===== config.mk =====
export PLATFORM = sky130hd
export DESIGN_NAME = scsi_initiator
export DESIGN_NICKNAME = d
export VERILOG_FILES = /design/src/rtl/scsi_pkg.sv /design/src/rtl/scsi_initiator.sv
export SDC_FILE = /design/constraint.sdc
export NUM_CORES = 1
export LEC_CHECK = 0
export BUFFER_PORTS_ARGS = -buffer_cell sky130_fd_sc_hd__buf_4
export CAP_MARGIN = 15
export CORE_ASPECT_RATIO = 0.75
export CORE_MARGIN = 10
export CORE_UTILIZATION = 45
export DETAILED_ROUTE_END_ITERATION = 16
export GPL_ROUTABILITY_DRIVEN = 0
export GPL_TIMING_DRIVEN = 0
export PLACE_DENSITY = 0.65
export SLEW_MARGIN = 20
export SYNTH_ARGS = -nofsm -noshare
export SYNTH_HDL_FRONTEND = slang
export SYNTH_SLANG_ARGS = --single-unit
export TNS_END_PERCENT = 5

===== constraint.sdc =====
create_clock -name clk -period 12.9 [get_ports clk]
set_input_delay 1.935 -clock clk [delete_from_list [all_inputs] [get_ports clk]]
set_output_delay 1.935 -clock clk [all_outputs]
set_load 0.1 [all_outputs]

===== src/rtl/scsi_pkg.sv =====
// Shared definitions for the SCSI initiator.
//   phase_t  : bus phase encodings as seen on {msg, cd, io}
//   state_t  : initiator FSM states (also exported on state_dbg)
//   status / message byte values returned by the disk targets
//   id_bit() : one-hot data-bus pattern for a SCSI ID
package scsi_pkg;

    typedef enum logic [2:0] {
        PH_DATA_OUT = 3'b000,   // data initiator -> target
        PH_DATA_IN  = 3'b001,   // data target -> initiator
        PH_COMMAND  = 3'b010,
        PH_STATUS   = 3'b011,
        PH_MSG_IN   = 3'b111
    } phase_t;

    typedef enum logic [2:0] {
        ST_IDLE         = 3'd0,
        ST_SELECT       = 3'd1,
        ST_WAIT_REQ     = 3'd2,
        ST_FETCH        = 3'd3,
        ST_ACK          = 3'd4,
        ST_WAIT_REQ_LOW = 3'd5,
        ST_DONE         = 3'd6
    } state_t;

    localparam logic [7:0] STATUS_OK        = 8'h00;
    localparam logic [7:0] STATUS_CHECK     = 8'h02;
    localparam logic [7:0] MSG_CMD_COMPLETE = 8'h00;

    localparam int CMD_BYTES = 10;

    function automatic logic [7:0] id_bit(input logic [2:0] id);
        return 8'b1 << id;
    endfunction

endpackage


===== src/rtl/scsi_initiator.sv =====
// Initiator end of the single-ended SCSI bus. Selects one target without
// arbitration, then follows whatever phases the target drives, moving one
// byte per REQ/ACK handshake between the bus and the host interface.
//
// Ports
//   clk, reset           system clock, asynchronous active-high reset
//   start, target_id     begin a transaction with target_id (only when idle)
//   cmd_we/addr/data     host writes of the 10-byte command block (idle only)
//   buf_addr/rdata       host buffer read (rdata valid 1 clk after addr)
//   buf_wdata/we         host buffer write of bytes received from the target
//   busy, done, error    transaction status (error sticky until next start)
//   status, msg_in       last status / message-in bytes received
//   xfer_cnt             data bytes moved in the last transaction
//   bsy, msg, cd, io,req target-driven bus lines
//   sel, atn, ack, dout  initiator-driven bus lines
//   din                  target data
//   state_dbg            current FSM state
//
// Handshake: the target raises req with the phase lines valid (and din valid
// for inbound phases). The initiator answers with ack, with dout already
// stable one clk before ack rises. The target drops req once it has seen ack;
// the initiator then drops ack (after at least 2 clk high) and the byte is
// complete. dout does not change until ack has fallen.
module scsi_initiator
    import scsi_pkg::*;
#(
    parameter logic [2:0]  INIT_ID     = 3'd7,
    parameter logic [23:0] SEL_TIMEOUT = 24'd65535
) (
    input  logic        clk,
    input  logic        reset,
    input  logic        start,
    input  logic [2:0]  target_id,
    input  logic        cmd_we,
    input  logic [3:0]  cmd_addr,
    input  logic [7:0]  cmd_data,
    output logic [15:0] buf_addr,
    input  logic [7:0]  buf_rdata,
    output logic [7:0]  buf_wdata,
    output logic        buf_we,
    output logic        busy,
    output logic        done,
    output logic        error,
    output logic [7:0]  status,
    output logic [7:0]  msg_in,
    output logic [15:0] xfer_cnt,
    input  logic        bsy,
    input  logic        msg,
    input  logic        cd,
    input  logic        io,
    input  logic        req,
    output logic        sel,
    output logic        atn,
    output logic        ack,
    output logic [7:0]  dout,
    input  logic [7:0]  din,
    output logic [2:0]  state_dbg
);

    state_t      state;
    logic [7:0]  cmd_mem [CMD_BYTES];
    logic [3:0]  cmd_idx;
    logic [15:0] data_cnt;
    logic [23:0] sel_cnt;
    logic [2:0]  cur_phase;   // phase of the byte currently being handshaken
    logic        msg_done;    // a message-in byte has just completed
    logic        ack_hold;    // ack has been high for at least one full clk
    logic [2:0]  bus_phase;
    logic [7:0]  cmd_byte;
    logic        in_xfer;

    assign bus_phase = {msg, cd, io};
    assign cmd_byte  = (cmd_idx < 4'(CMD_BYTES)) ? cmd_mem[cmd_idx] : 8'h00;
    assign in_xfer   = (state == ST_WAIT_REQ) || (state == ST_FETCH) ||
                       (state == ST_ACK) || (state == ST_WAIT_REQ_LOW);
    assign buf_addr  = data_cnt;
    assign atn       = 1'b0;
    assign state_dbg = state;

    always_ff @(posedge clk or posedge reset) begin
        if (reset) begin
            state     <= ST_IDLE;
            for (int i = 0; i < CMD_BYTES; i++) cmd_mem[i] <= 8'h00;
            cmd_idx   <= '0;
            data_cnt  <= '0;
            sel_cnt   <= '0;
            cur_phase <= '0;
            msg_done  <= 1'b0;
            ack_hold  <= 1'b0;
            buf_wdata <= '0;
            buf_we    <= 1'b0;
            busy      <= 1'b0;
            done      <= 1'b0;
            error     <= 1'b0;
            status    <= '0;
            msg_in    <= '0;
            xfer_cnt  <= '0;
            sel       <= 1'b0;
            ack       <= 1'b0;
            dout      <= '0;
        end else begin
            done   <= 1'b0;
            buf_we <= 1'b0;

            if (cmd_we && !busy && (cmd_addr < 4'(CMD_BYTES)))
                cmd_mem[cmd_addr] <= cmd_data;

            // Bus free while a transaction is in flight: a normal ending only
            // right after a message-in byte, otherwise an abort. This wins
            // over a simultaneous req.
            if (in_xfer && !bsy) begin
                ack   <= 1'b0;
                state <= ST_DONE;
                if (!msg_done) error <= 1'b1;
            end else begin
                case (state)
                    ST_IDLE: begin
                        if (start) begin
                            busy     <= 1'b1;
                            error    <= 1'b0;
                            sel      <= 1'b1;
                            dout     <= id_bit(target_id) | id_bit(INIT_ID);
                            cmd_idx  <= '0;
                            data_cnt <= '0;
                            sel_cnt  <= '0;
                            msg_done <= 1'b0;
                            state    <= ST_SELECT;
                        end
                    end

                    ST_SELECT: begin
                        if (bsy) begin
                            sel   <= 1'b0;
                            state <= ST_WAIT_REQ;
                        end else if (sel_cnt == SEL_TIMEOUT) begin
                            sel   <= 1'b0;
                            error <= 1'b1;
                            state <= ST_DONE;
                        end else begin
                            sel_cnt <= sel_cnt + 24'd1;
                        end
                    end

                    ST_WAIT_REQ: begin
                        if (req) begin
                            cur_phase <= bus_phase;
                            msg_done  <= 1'b0;
                            state     <= ST_ACK;
                            case (bus_phase)
                                PH_COMMAND:  dout <= cmd_byte;
                                PH_DATA_OUT: state <= ST_FETCH;
                                PH_DATA_IN: begin
                                    buf_wdata <= din;
                                    buf_we    <= 1'b1;
                                end
                                PH_STATUS:   status <= din;
                                PH_MSG_IN:   msg_in <= din;
                                default: begin
                                    error <= 1'b1;
                                    state <= ST_DONE;
                                end
                            endcase
                        end
                    end

                    // buf_addr has been stable since the previous byte, so
                    // buf_rdata already holds the byte for data_cnt.
                    ST_FETCH: begin
                        dout  <= buf_rdata;
                        state <= ST_ACK;
                    end

                    ST_ACK: begin
                        ack      <= 1'b1;
                        ack_hold <= 1'b0;
                        state    <= ST_WAIT_REQ_LOW;
                    end

                    ST_WAIT_REQ_LOW: begin
                        ack_hold <= 1'b1;
                        if (!req && ack_hold) begin
                            ack   <= 1'b0;
                            state <= ST_WAIT_REQ;
                            case (cur_phase)
                                PH_COMMAND:
                                    if (cmd_idx != 4'hF) cmd_idx <= cmd_idx + 4'd1;
                                PH_DATA_OUT, PH_DATA_IN:
                                    data_cnt <= data_cnt + 16'd1;
                                PH_MSG_IN:
                                    msg_done <= 1'b1;
                                default: ;
                            endcase
                        end
                    end

                    ST_DONE: begin
                        sel      <= 1'b0;
                        ack      <= 1'b0;
                        busy     <= 1'b0;
                        done     <= 1'b1;
                        xfer_cnt <= data_cnt;
                        state    <= ST_IDLE;
                    end

                    default: state <= ST_IDLE;
                endcase
            end
        end
    end

endmodule


# Word level (Yosys, flattened, before mapping)
# Index checks and enable logic that the tools add are counted.
totals:
  ff_bits: 186
  latch_bits: 0
  mem_bits_rw: 0
  mem_bits_ro: 0
  in_bits: 40
  output_inout_bits: 74
  mem_count: 0
classes:
  addsub: 3
  mul: 0
  div_mod_pow: 0
  n_lt_le_gt_ge: 5
  n_eq_ne: 34
  shift: 1
  mux: 59
  bitwise_logic: 3
  reduce_logical: 42
ops:
  columns: ["operator", "n"]
  rows:
  - ["bitwise mux 80 bit", 1]
  - ["two-way mux 24 bit", 3]
  - ["two-way mux 8 bit", 7]
  - ["two-way mux 16 bit", 3]
  - ["one-hot mux 24 bit (2 select lines)", 1]
  - ["binary-select mux 8 bit (select 4 bit)", 1]
  - ["demux 8 bit (select 4 bit)", 1]
  - ["one-hot mux 16 bit (2 select lines)", 1]
  - ["adder 24 x 1 -> 24 bit, second input constant", 1]
  - ["== test 24 x 16 -> 1 bit, second input constant", 1]
  - ["one-hot mux 8 bit (3 select lines)", 1]
  - ["two-way mux 1 bit", 21]
  - ["AND reduction 4 bit", 5]
  - ["two-way mux 3 bit", 6]
  - ["one-hot mux 3 bit (6 select lines)", 1]
  - ["adder 16 x 1 -> 16 bit, second input constant", 1]
  - ["two-way mux 4 bit", 4]
  - ["== test 3 x 2 -> 1 bit, second input constant", 5]
  - ["== test 3 bit, second input constant", 5]
  - ["AND reduction 5 bit", 3]
  - ["inequality test 2 x 1 -> 1 bit, second input constant", 6]
  - ["inequality test 3 bit, second input constant", 4]
  - ["one-hot mux 1 bit (3 select lines)", 4]
  - ["AND reduction 6 bit", 2]
  - ["other kinds (28)", 59]

# Depth between registers and ports, before layout
logic_depth:
  ltp_word: 8
  depth_mapped: 8

# Least setup slack after synthesis
# OpenSTA, ideal clock, no wires.
synth_timing:
  kind: "input -> register"
  from: "input bsy"
  to: "register data_cnt[12] (netlist: buf_addr[12])"
  setup_time_ns: 0.078
  arrival_time_ns: 3.409
  slack_ns: 9.413
  cell_stages: 6
  n_path_buf: 1
  cell_sequence: "buf_4 nand4b_1 o41ai_4 nand4_4 or3_1 a21oi_1"
synth_between:
  elab_chain_cells: 4
synth_lines:
  columns: ["item", "line", "source"]
  rows:
  - ["start, declared", "scsi_initiator.sv:47", "input logic bsy,"]
  - ["logical NOT 1 bit", "scsi_initiator.sv:111", "if (in_xfer && !bsy) begin"]
  - ["logical AND 1 bit", "scsi_initiator.sv:111", null]
  - ["inverter 1 bit (no line)", null, null]
  - ["AND reduction 5 bit (no line)", null, null]
  - ["end signal, assigned", "scsi_initiator.sv:188", "data_cnt <= data_cnt + 16'd1;"]
  - ["end, declared", "scsi_initiator.sv:63", "logic [15:0] data_cnt;"]
# No other way between the ends.
# A chain may end at the register's enable or synchronous reset.

# Worst setup path in the final report
layout_timing:
  from: "input start"
  to: "register sel_cnt[18]"
layout_between:
  elab_chain_cells: 2
layout_lines:
  columns: ["item", "line", "source"]
  rows:
  - ["start, declared", "scsi_initiator.sv:32", "input logic start,"]
  - ["inequality test 2 bit (no line)", null, null]
  - ["AND reduction 5 bit (no line)", null, null]
  - ["end signal, assigned", "scsi_initiator.sv:140", "sel_cnt <= sel_cnt + 24'd1;"]
  - ["end, declared", "scsi_initiator.sv:64", "logic [23:0] sel_cnt;"]
# No other way between the ends.

==> results by group <==
Run status
  • Status: finished clean

STA
  • Final slew viol count: 0
  • Setup TNS: 0 ns
  • F_max: 267 MHz
  • Final Hold Fails: 0
  • Crit path time final: roughly 3.7 ns
  • Max Clock Skew: between 0.015 and 0.02 ns
  • Final Cycle Share: 0.290
  • Max-slew headroom: 0.434
  • Slew @ Worst Pin: roughly 0.84 ns
  • Final setup margin: a little over 9 ns
  • Final setup vio count: 0
  • RSZ-0062 raised after global routing: false

Die
  • Top-Level Pins: between 100 and 150
  • Area of the core: between 0.015 and 0.02 mm2
  • Die area: between 0.02 and 0.03 mm2
  • Initial Util: 0.459
  • Row cnt: 44
  • Die Y: about 140 um
  • Chip width: ~180 um

Power and ir drop
  • Max rail drop VDD: 0.000219 V
  • Power Density: between 200 and 250 mW/mm2
  • Leakage: a little under 5 nW

Worst setup path
  • Crit path DAT: about 4 ns
  • Critical Path Most Common Cell: clkbuf_1
  • CP required: about 13 ns
  • Reg2reg setup slack: 10.15 ns
  • Cell Chain, Critical Path: buf_4 > nor4b_1 > clkbuf_1 > clkbuf_1 > nor2_1
  • Worst Setup Start Kind: primary input
  • Worst r2r path cells: 5
  • Slowest-stage cell, CP: nor4b_1
  • FF-to-FF End: sel_cnt[18]
  • Slowest stage delay, CP: just under 0.7 ns
  • Crit Path Class: primary input to register
  • Critical Path Start: start
  • Setup crit end kind: register
  • Crit Reg-Reg Startpoint: state_dbg[1]
  • Worst-path maximum fanout: 10

Layout
  • Layout cells sized above 1: 0.339
  • Ant diodes: 0
  • # nets final: 920
  • Commonest non-fill, non-tap cell in the layout: dfrtp_1
  • Commonest non-fill, non-tap cells in the layout: 186 x dfrtp_1, 127 x mux2_2, 111 x buf_4
  • Area grow syn2layout: 19.7%

Logic synthesis
  • Post-Syn Area per Cell: 11.8 um2
  • Ys Warns: 0
  • Dominant synthesized flop cell: dfrtp_1
  • Post-synth EDFFs: 0
  • Synth Register Bits: ~190
  • Syn Inst Count: 754
  • Synth async-reset ratio: 1.00
  • Cell Area, Synth: just under 0.009 mm2
  • Register area share after synthesis: 0.522
  • Post-synth cell types: between 60 and 70
  • Syn nets: between 700 and 800

Run
  • Max-Cap Viols: 0

Worst hold path
  • Worst Hold Endpoint: xfer_cnt[1]
  • Hold path depth: 2
  • Hold Crit Class: register to register
  • Hold Crit Start: xfer_cnt[1]

Clock tree
  • Clock slew at reported path FFs: 0.07 ns
  • Post_cts resized: 0
  • TritonCTS Buffers: 17
  • CTS tree: done
  • Clock Sinks: approximately 190
  • Hold_buf cts: 0
  • Root Buffer: clkbuf_16
  • Worst skew pair latency: around 0.44 ns
  • Htree depth: 4
  • Clock Path Buffers: 2
  • Post-CTS setup repair buffer count: 0

Drt
  • DRC violation count after routing: 0
  • Detailed Route WL: 22500 um
  • Routed Antenna Nets: 0
  • DR iter-0 viols: slightly below 600
  • 1st-pass router iterations: 5
  • Routed length per instance: roughly 20 um
  • Number of vias per cell: 5.67
  • Via count: 6483

Global route
  • Antenna violations before repair: 0
  • Grt ovf: 0
  • Largest net degree at the start of global routing: approximately 100
  • Gr usage total: 0.178
  • Vias in the first global route: ~6.5k
  • First-pass GRT wire length: 36900 um

Placement
  • IO Port Bufs: between 100 and 150
  • Post-DP HPWL: roughly 16000 um
  • DP Worst Slack: between 8 and 9 ns
[critical path, delay by kind of cell]
| family | cells | cell delay, ns |
|---|---|---|
| buf+inv | 3 | 1.29 |
| simple gates | 2 | 0.80 |
[worst max path at each step]
stage / end / cells past startpoint / slack, ns
detailed placement: sel_cnt[17] / 5 / 8.75
floorplan: ack / 1 / 5.91
CTS: sel_cnt[17] / 5 / 9.22
finish: sel_cnt[18] / 5 / 9.16
global route: buf_addr[10] / 5 / 9.07
global placement: cmd_mem[6] / 2 / 3.61
[stage by stage]
| stage | power, mW | area [um2] | util | hold slack [ns] | instances |
|---|---|---|---|---|---|
| CTS | 2.34 | 10700 | 0.549 | 0.490 | 1143 |
| global placement | 1.76 | 10000 | 0.515 | 0.469 | 1110 |
| floorplan | 1.54 | 8920 | - | 0.459 | 754 |
| detailed placement | 1.78 | 10000 | 0.517 | 0.471 | 1111 |
| global route | 2.44 | 10700 | 0.549 | 0.511 | 1143 |
| finish | 2.32 | 10700 | 0.549 | 0.487 | 1143 |
[sequential cells by signal, indices dropped and copies added, names as in the netlist]
signal / cells
buf_wdata: 8
dout: 8
cmd_mem: 80
sel_cnt: 24
buf_we: 1
ack: 1
state_dbg: 3
sel: 1
cur_phase: 3
msg_done: 1
msg_in: 8
status: 8
xfer_cnt: 16
busy: 1
cmd_idx: 4
buf_addr: 16
done: 1
ack_hold: 1
error: 1
[where the power goes]
part,switching [mW],leakage (nW),internal (mW)
logic,0.648,2.17,0.304
registers,0.0897,2.49,0.726
clock network,0.258,0.305,0.298
[logic make-up (layout without fill, tap and decap cells)]
kind of cell,count (synthesis),after routing,synth area share
compound gates,112,112,0.0864
other cells,1,1,0.000421
mux,158,158,0.207
simple gates,216,216,0.129
fa+ha+maj,3,3,0.00421
xor+xnor,24,24,0.0236
flops,186,186,0.522
buf+inv,54,190,0.0282
[cell usage after synthesis, drive strengths merged (7+ instances only)]
library cell | number | share of area
nand4 | 19 | 0.015
buf | 26 | 0.016
inv | 13 | 0.0055
nand3 | 19 | 0.011
nand2 | 51 | 0.021
mux2 | 129 | 0.16
and3 | 11 | 0.0077
dfrtp | 186 | 0.52
nor3 | 11 | 0.0080
xnor2 | 10 | 0.0098
clkbuf | 15 | 0.0063
a221oi | 9 | 0.0088
xor2 | 14 | 0.014
mux4 | 8 | 0.020
nor2b | 7 | 0.0049
a211o | 7 | 0.0069
mux2i | 21 | 0.024
a21oi | 30 | 0.017
a31oi | 8 | 0.0056
nor4 | 8 | 0.0070
or4 | 7 | 0.0059
nor2 | 56 | 0.024
o21ai | 19 | 0.011
o31ai | 9 | 0.0076
[metal layers]
metal | GRT usage | vias to the layer above | wire length, um
met5 | 0 | - | 0
met3 | 0.0618 | 15 | 1870
met2 | 0.239 | 183 | 9270
li1 | - | 3032 | -
met1 | 0.264 | 3253 | 11200
met4 | 0.0436 | 0 | 206
[layout make-up]
cell class | count | area [um2]
fillers | 1659 | 8760
flip-flops and latches | 186 | 4650
multi-input cells | 514 | 4010
repair buffers | 104 | 801
clock buffers | 17 | 425
well taps | 253 | 317
clock inverters | 15 | 205
plain buffers | 41 | 203
inverters | 13 | 56.3
Power figures use the tool's default switching activity.
